## config.mk

```make
export PLATFORM = sky130hd
export DESIGN_NAME = ex_stage_pipe
export DESIGN_NICKNAME = d
export VERILOG_FILES = /design/src/rtl/ex_pkg.sv /design/src/rtl/ex_iter_mul.sv /design/src/rtl/ex_stage_pipe.sv
export SDC_FILE = /design/constraint.sdc
export NUM_CORES = 1
export LEC_CHECK = 0
export ABC_AREA = 0
export CELL_PAD_IN_SITES_DETAIL_PLACEMENT = 0
export CELL_PAD_IN_SITES_GLOBAL_PLACEMENT = 1
export CORE_MARGIN = 2
export CORE_UTILIZATION = 44
export DETAILED_ROUTE_END_ITERATION = 16
export GPL_TIMING_DRIVEN = 1
export HOLD_SLACK_MARGIN = 0.12
export PLACE_DENSITY_LB_ADDON = 0.1
export RECOVER_POWER = 100
export SLEW_MARGIN = 10
export SYNTH_ARGS = -nofsm -noshare
export SYNTH_HDL_FRONTEND = slang
export SYNTH_SLANG_ARGS = --single-unit
export TNS_END_PERCENT = 20
```

## constraint.sdc

```tcl
create_clock -name clock -period 3.7 [get_ports clock]
set_clock_uncertainty 0.1 [all_clocks]
set_input_delay 0.74 -clock clock [delete_from_list [all_inputs] [get_ports clock]]
set_output_delay 0.74 -clock clock [all_outputs]
set_load 0.01 [all_outputs]
```

## src/rtl/ex_pkg.sv

```systemverilog
// ex_pkg: shared encodings for the execute stage (ALU op classes, R-type functs, mul FSM states)
package ex_pkg;
  localparam logic [1:0] ALUOP_ADD   = 2'b00;
  localparam logic [1:0] ALUOP_SUB   = 2'b01;
  localparam logic [1:0] ALUOP_RTYPE = 2'b10;
  localparam logic [1:0] ALUOP_ADDI  = 2'b11;
  localparam logic [2:0] F_ADD = 3'b000;
  localparam logic [2:0] F_SUB = 3'b001;
  localparam logic [2:0] F_AND = 3'b010;
  localparam logic [2:0] F_OR  = 3'b011;
  localparam logic [2:0] F_SLT = 3'b100;
  localparam logic [2:0] F_SLL = 3'b101;
  localparam logic [2:0] F_SRL = 3'b110;
  localparam logic [2:0] F_MUL = 3'b111;
  typedef enum logic {ST_IDLE, ST_MUL} state_t;
endpackage

```

## src/rtl/ex_iter_mul.sv

```systemverilog
// ex_iter_mul: shift-add multiplier datapath; one partial product per step, product valid when last=1
module ex_iter_mul #(
  parameter int WIDTH = 16
) (
  input  logic             clock,
  input  logic             reset_n,
  input  logic             start,
  input  logic             step,
  input  logic [WIDTH-1:0] a,
  input  logic [WIDTH-1:0] b,
  output logic             last,
  output logic [WIDTH-1:0] product
);
  localparam int CW = $clog2(WIDTH + 1);
  logic [WIDTH-1:0] mcand_q, mcand_d, mplier_q, mplier_d, acc_q, acc_d, addend;
  logic [CW-1:0]    count_q, count_d;
  // product already folds in the current step so the final result can leave on the last step
  always_comb begin
    addend   = mplier_q[0] ? mcand_q : '0;
    product  = acc_q + addend;
    last     = count_q == CW'(1);
    mcand_d  = start ? a : step ? mcand_q << 1 : mcand_q;
    mplier_d = start ? b : step ? mplier_q >> 1 : mplier_q;
    acc_d    = start ? '0 : step ? product : acc_q;
    count_d  = start ? CW'(WIDTH) : step ? count_q - CW'(1) : count_q;
  end
  always_ff @(posedge clock or negedge reset_n) begin
    if (!reset_n) begin
      mcand_q  <= '0;
      mplier_q <= '0;
      acc_q    <= '0;
      count_q  <= '0;
    end else begin
      mcand_q  <= mcand_d;
      mplier_q <= mplier_d;
      acc_q    <= acc_d;
      count_q  <= count_d;
    end
  end
endmodule

```

## src/rtl/ex_stage_pipe.sv

```systemverilog
// ex_stage_pipe: registered execute stage with valid/ready handshake, EX/MEM register,
// iterative multiplier and flush
module ex_stage_pipe import ex_pkg::*; #(
  parameter int WIDTH   = 16,
  parameter int FUNCT_W = 3,
  parameter int SHAMT_W = 4
) (
  input  logic               clock,
  input  logic               reset_n,
  input  logic               flush,
  input  logic               in_valid,
  output logic               in_ready,
  input  logic               branch,
  input  logic               alu_src,
  input  logic [1:0]         alu_op,
  input  logic [FUNCT_W-1:0] funct,
  input  logic [WIDTH-1:0]   pc4,
  input  logic [WIDTH-1:0]   imm,
  input  logic [WIDTH-1:0]   data1,
  input  logic [WIDTH-1:0]   data2,
  output logic               out_valid,
  input  logic               out_ready,
  output logic [WIDTH-1:0]   alu_result,
  output logic               zero,
  output logic [WIDTH-1:0]   branch_target,
  output logic               branch_taken,
  output logic               busy
);
  state_t           state_q, state_d;
  logic             out_valid_q, out_valid_d, zero_q, zero_d, taken_q, taken_d, mbr_q, mbr_d;
  logic [WIDTH-1:0] result_q, result_d, target_q, target_d, mtgt_q, mtgt_d;
  logic [WIDTH-1:0] op2, alu_res, target, res;
  logic [2:0]       fn;
  logic [SHAMT_W-1:0] shamt;
  logic             out_free, accept, is_mul, mul_start, mul_step, mul_last, mul_done, load;
  logic [WIDTH-1:0] mul_product;
  always_comb begin
    op2   = alu_src ? imm : data2;
    fn    = alu_op == ALUOP_RTYPE ? funct[2:0] : alu_op == ALUOP_SUB ? F_SUB : F_ADD;
    shamt = op2[SHAMT_W-1:0];
    case (fn)
      F_ADD:   alu_res = data1 + op2;
      F_SUB:   alu_res = data1 - op2;
      F_AND:   alu_res = data1 & op2;
      F_OR:    alu_res = data1 | op2;
      F_SLT:   alu_res = {{(WIDTH-1){1'b0}}, $signed(data1) < $signed(op2)};
      F_SLL:   alu_res = data1 << shamt;
      F_SRL:   alu_res = data1 >> shamt;
      default: alu_res = '0;
    endcase
    target = pc4 + (imm << 1);
  end
  always_comb begin
    out_free  = !out_valid_q || out_ready;
    in_ready  = state_q == ST_IDLE && out_free && !flush;
    accept    = in_valid && in_ready;
    is_mul    = fn == F_MUL;
    mul_start = accept && is_mul;
    // a finished product parks on its last step until the output register can take it
    mul_step  = state_q == ST_MUL && !(mul_last && !out_free);
    mul_done  = state_q == ST_MUL && mul_last && out_free && !flush;
    load      = (accept && !is_mul) || mul_done;
    res       = mul_done ? mul_product : alu_res;
    state_d     = flush ? ST_IDLE : mul_start ? ST_MUL : mul_done ? ST_IDLE : state_q;
    out_valid_d = flush ? 1'b0 : load ? 1'b1 : out_valid_q && !out_ready;
    result_d    = load ? res : result_q;
    zero_d      = load ? res == '0 : zero_q;
    target_d    = load ? (mul_done ? mtgt_q : target) : target_q;
    taken_d     = load ? (mul_done ? mbr_q : branch) && res == '0 : taken_q;
    mtgt_d      = mul_start ? target : mtgt_q;
    mbr_d       = mul_start ? branch : mbr_q;
  end
  always_ff @(posedge clock or negedge reset_n) begin
    if (!reset_n) begin
      state_q     <= ST_IDLE;
      out_valid_q <= 1'b0;
      result_q    <= '0;
      zero_q      <= 1'b0;
      target_q    <= '0;
      taken_q     <= 1'b0;
      mtgt_q      <= '0;
      mbr_q       <= 1'b0;
    end else begin
      state_q     <= state_d;
      out_valid_q <= out_valid_d;
      result_q    <= result_d;
      zero_q      <= zero_d;
      target_q    <= target_d;
      taken_q     <= taken_d;
      mtgt_q      <= mtgt_d;
      mbr_q       <= mbr_d;
    end
  end
  ex_iter_mul #(.WIDTH(WIDTH)) u_mul (
    .clock   (clock),
    .reset_n (reset_n),
    .start   (mul_start),
    .step    (mul_step),
    .a       (data1),
    .b       (op2),
    .last    (mul_last),
    .product (mul_product)
  );
  assign out_valid     = out_valid_q;
  assign alu_result    = result_q;
  assign zero          = zero_q;
  assign branch_target = target_q;
  assign branch_taken  = taken_q;
  assign busy          = state_q == ST_MUL;
endmodule

```

==> flow_summary.json <==
{
  "status": "finished with violations",
  "violations": "capacitance limit, slew limit, setup timing",
  "ys_async_sr_fraction": 1.00,
  "first_pass_iters": 5,
  "synth_fp_nets": 1313,
  "synth_top_cells_by_count": "nand2_1, dfrtp_1, nor2_1",
  "synth.cell_area_um2": 9690,
  "crit_path_cell_trace": "dlygate4sd2_1 > mux2i_4 > buf_4 > ha_4 > buf_4 > a211oi_2 > o21bai_2 > o211ai_1 > a21oi_2 > mux2i_1 > o32a_1 > nor4b_2 > and4bb_2 > a41oi_2 > o22ai_1",
  "min_period_ns": 3.82,
  "detail-route-antenna-nets": 0,
  "clk_latency_ns": 0.37,
  "hold_class": "reg2reg",
  "critical-path-max-stage-delay_ns": 0.42,
  "placed_cells": 1753,
  "cpLargestDelayFamily": "compound AO/OA/AOI/OAI gates",
  "area_growth_pct": 43.1,
  "die_h_um": 152,
  "diodes": 0,
  "path_clk_slew_ns": 0.08,
  "die_area_um2": 23200,
  "grt_pass1_wl_um": 58300,
  "setup_violations": 1,
  "grt_util_all_layers": 0.321,
  "vias": 10442,
  "fmax_mhz": 262,
  "n_fill_cell": 1909,
  "crit_arrival_ns": 4.00,
  "place_congestion": 0.975,
  "path_common_cell": "buf_4",
  "grt_pass1_vias": 10245,
  "worst_ep_required_time_ns": 3.89,
  "synth.area.top_cells": "dfrtp_1, ha_1, nand2_1",
  "cp-end-kind": "flop",
  "synth_warnings": 0,
  "fp-row-count": 54,
  "drc_errors": 0,
  "overflow": 0,
  "whs_ns": 0.364,
  "antenna_found_initial": 0,
  "yosysMostFrequentCell": "nand2_1",
  "ys.flop_type": "dfrtp_1",
  "p_per_area_nw_per_um2": 327,
  "drtIter0Drc": 660,
  "num_io_pins": 113,
  "cts_buffer_depth": 2,
  "synth.largest_area_cell": "dfrtp_1",
  "grt_use_met2": 0.501,
  "cts-buffers-inserted": 9,
  "drv_slew": 56,
  "grt_max_degree": 56,
  "finalWorstSetupSlack_ns": -0.116,
  "gr-max-usage-layer": "met2",
  "crit_fanout": 4,
  "final-hold-violation-count": 0,
  "io_buffer_count": 112,
  "core_area_um2": 21700,
  "ys_ff_latch": 106,
  "place_hpwl_um": 29100,
  "synth_edf_count": 0,
  "cts_tree": "yes",
  "fin_nets": 1663,
  "critPathKind": "in2reg",
  "peakVddDrop_mv": 0.189,
  "yosys.area.top_type_share": 0.274,
  "start_util": 0.447,
  "fp.dieW_um": 152,
  "use_met1": 0.445,
  "synth_cells": 1149,
  "rsz0062_at_grt": "yes",
  "final_core_util": 0.639,
  "total_power_mw": 4.53,
  "crit_buf_inv": 3,
  "setup_tns_ns": -0.116,
  "cap_violations": 1,
  "yosysSeqAreaShare": 0.274,
  "cts.sinks": 106,
  "ys_types": 82,
  "crit_slowest_cell": "o32a_1",
  "h-tree-depth": 3,
  "routed_via_density": 5.85,
  "use_met3": 0.0560,
  "fin_cells": 1784,
  "ctsRootBufferMaster": "clkbuf_16",
  "startpoint_type": "input pin",
  "fin_crit_sh": 1.03,
  "max-slew-margin-rel": -0.0112,
  "wl_per_cell_um": 21.2,
  "wl_um": 37800,
  "cts_hold_buf": 0,
  "leakagePower_nw": 6.71,
  "avgSynthCellArea_um2": 8.43,
  "tightest_slew_ns": 1.52,
  "drive_above_1_share": 0.269
}
==> metrics by stage <==
step	cell area (µm²)	setup slack [ns]
final	13900	-0.116
after detailed placement	13100	-1.20
after CTS	13700	-0.164
after floorplan	9790	-0.537
after global placement	13100	-1.08
after global routing	13900	-0.182
==> layer usage <==
| metal | vias to the layer above | wire length, µm | share of wire |
|---|---|---|---|
| met1 | 5015 | 16300 | 0.43 |
| met4 | 0 | 1490 | 0.039 |
| met5 | - | 0 | 0 |
| li1 | 4905 | - | - |
| met3 | 86 | 2990 | 0.079 |
| met2 | 436 | 17000 | 0.45 |
==> tightest hold or removal path, cell delays in order, from the launching register on <==
cell     delay [ns]
dfrtp_1        0.35
nand2_1        0.05
nand2_1        0.04
==> where the power goes <==
group | internal, mW | switching, mW
Combinational | 1.02 | 1.01
Clock | 0.478 | 0.531
Sequential | 1.36 | 0.134
Total | 2.86 | 1.67
==> cells in the final DEF (no fill, tap or decap), drive strengths merged, types with 6 or more instances in the layout <==
| master | instances |
|---|---|
| buf | 275 |
| dlygate4sd3 | 38 |
| o21a | 7 |
| a21o | 10 |
| xnor2 | 28 |
| a31oi | 12 |
| a211oi | 12 |
| o221ai | 10 |
| o2111ai | 6 |
| nor2b | 8 |
| ha | 84 |
| mux4 | 13 |
| dlygate4sd2 | 9 |
| clkbuf | 28 |
| inv | 60 |
| and3 | 14 |
| a221o | 19 |
| o22ai | 7 |
| o21ai | 70 |
| nor2 | 103 |
| o31ai | 7 |
| dfrtp | 106 |
| a21oi | 47 |
| mux2i | 57 |
| nand2 | 163 |
| a22o | 17 |
| nor4 | 7 |
| a2111oi | 6 |
| nand3 | 17 |
| o21bai | 6 |
| and2 | 18 |
| a221oi | 8 |
| clkdlybuf4s50 | 58 |
| nor3 | 26 |
| xor2 | 9 |
| nand2b | 14 |
| o211ai | 11 |
| a22oi | 30 |
| or3 | 7 |
==> final cells by class <==
type | count | area (µm²) | area share
clock buffers | 9 | 225 | 0.0162
clock inverters | 7 | 70.1 | 0.00505
inverters | 57 | 216 | 0.0156
multi-input cells | 923 | 6990 | 0.504
flip-flops and latches | 106 | 2650 | 0.191
well taps | 280 | 350 | 0.0253
repair buffers | 402 | 3360 | 0.242
==> what timing repair did <==
item,in CTS,in global routing
resized for setup,55,51
setup endpoints to repair,17,8
buffers inserted,9,7
cloned,0,0
pin swaps,16,25
==> flip-flops by register name, indices dropped and copies added, names as in the netlist <==
| signal | cells |
|---|---|
| alu_result | 16 |
| branch_target | 16 |
| mtgt_q | 16 |
| u_mul.acc_q | 16 |
| u_mul.mcand_q | 16 |
| u_mul.mplier_q | 16 |
| u_mul.count_q | 5 |
| branch_taken | 1 |
| busy | 1 |
| mbr_q | 1 |
| out_valid | 1 |
| zero | 1 |
==> path summary, 6_finish.rpt <==
path / startpoint / end / slack [ns] / cells past startpoint
max: imm[1] / branch_taken / -0.12 / 15
min: alu_result[5] / alu_result[5] / 0.36 / 2
max reg2reg: u_mul.mplier_q[0] / branch_taken / 0.03 / 15
min reg2reg: alu_result[5] / alu_result[5] / 0.36 / 2
max in group asynchronous: reset_n / u_mul.mplier_q[5] / 0.83 / 2
min in group asynchronous: reset_n / u_mul.acc_q[1] / 0.53 / 1
==> logic make-up (layout without fill, tap and decap cells) <==
kind of cell    after synthesis  count (layout)  synth area share
buf+inv                     120             475            0.0515
simple gates                401             401             0.191
flops                       106             106             0.274
xor+xnor                     38              38            0.0359
fa+ha+maj                    88              88             0.117
mux                          75              75            0.0977
compound gates              321             321             0.234
Note: power is estimated with default switching activity, not from simulation.
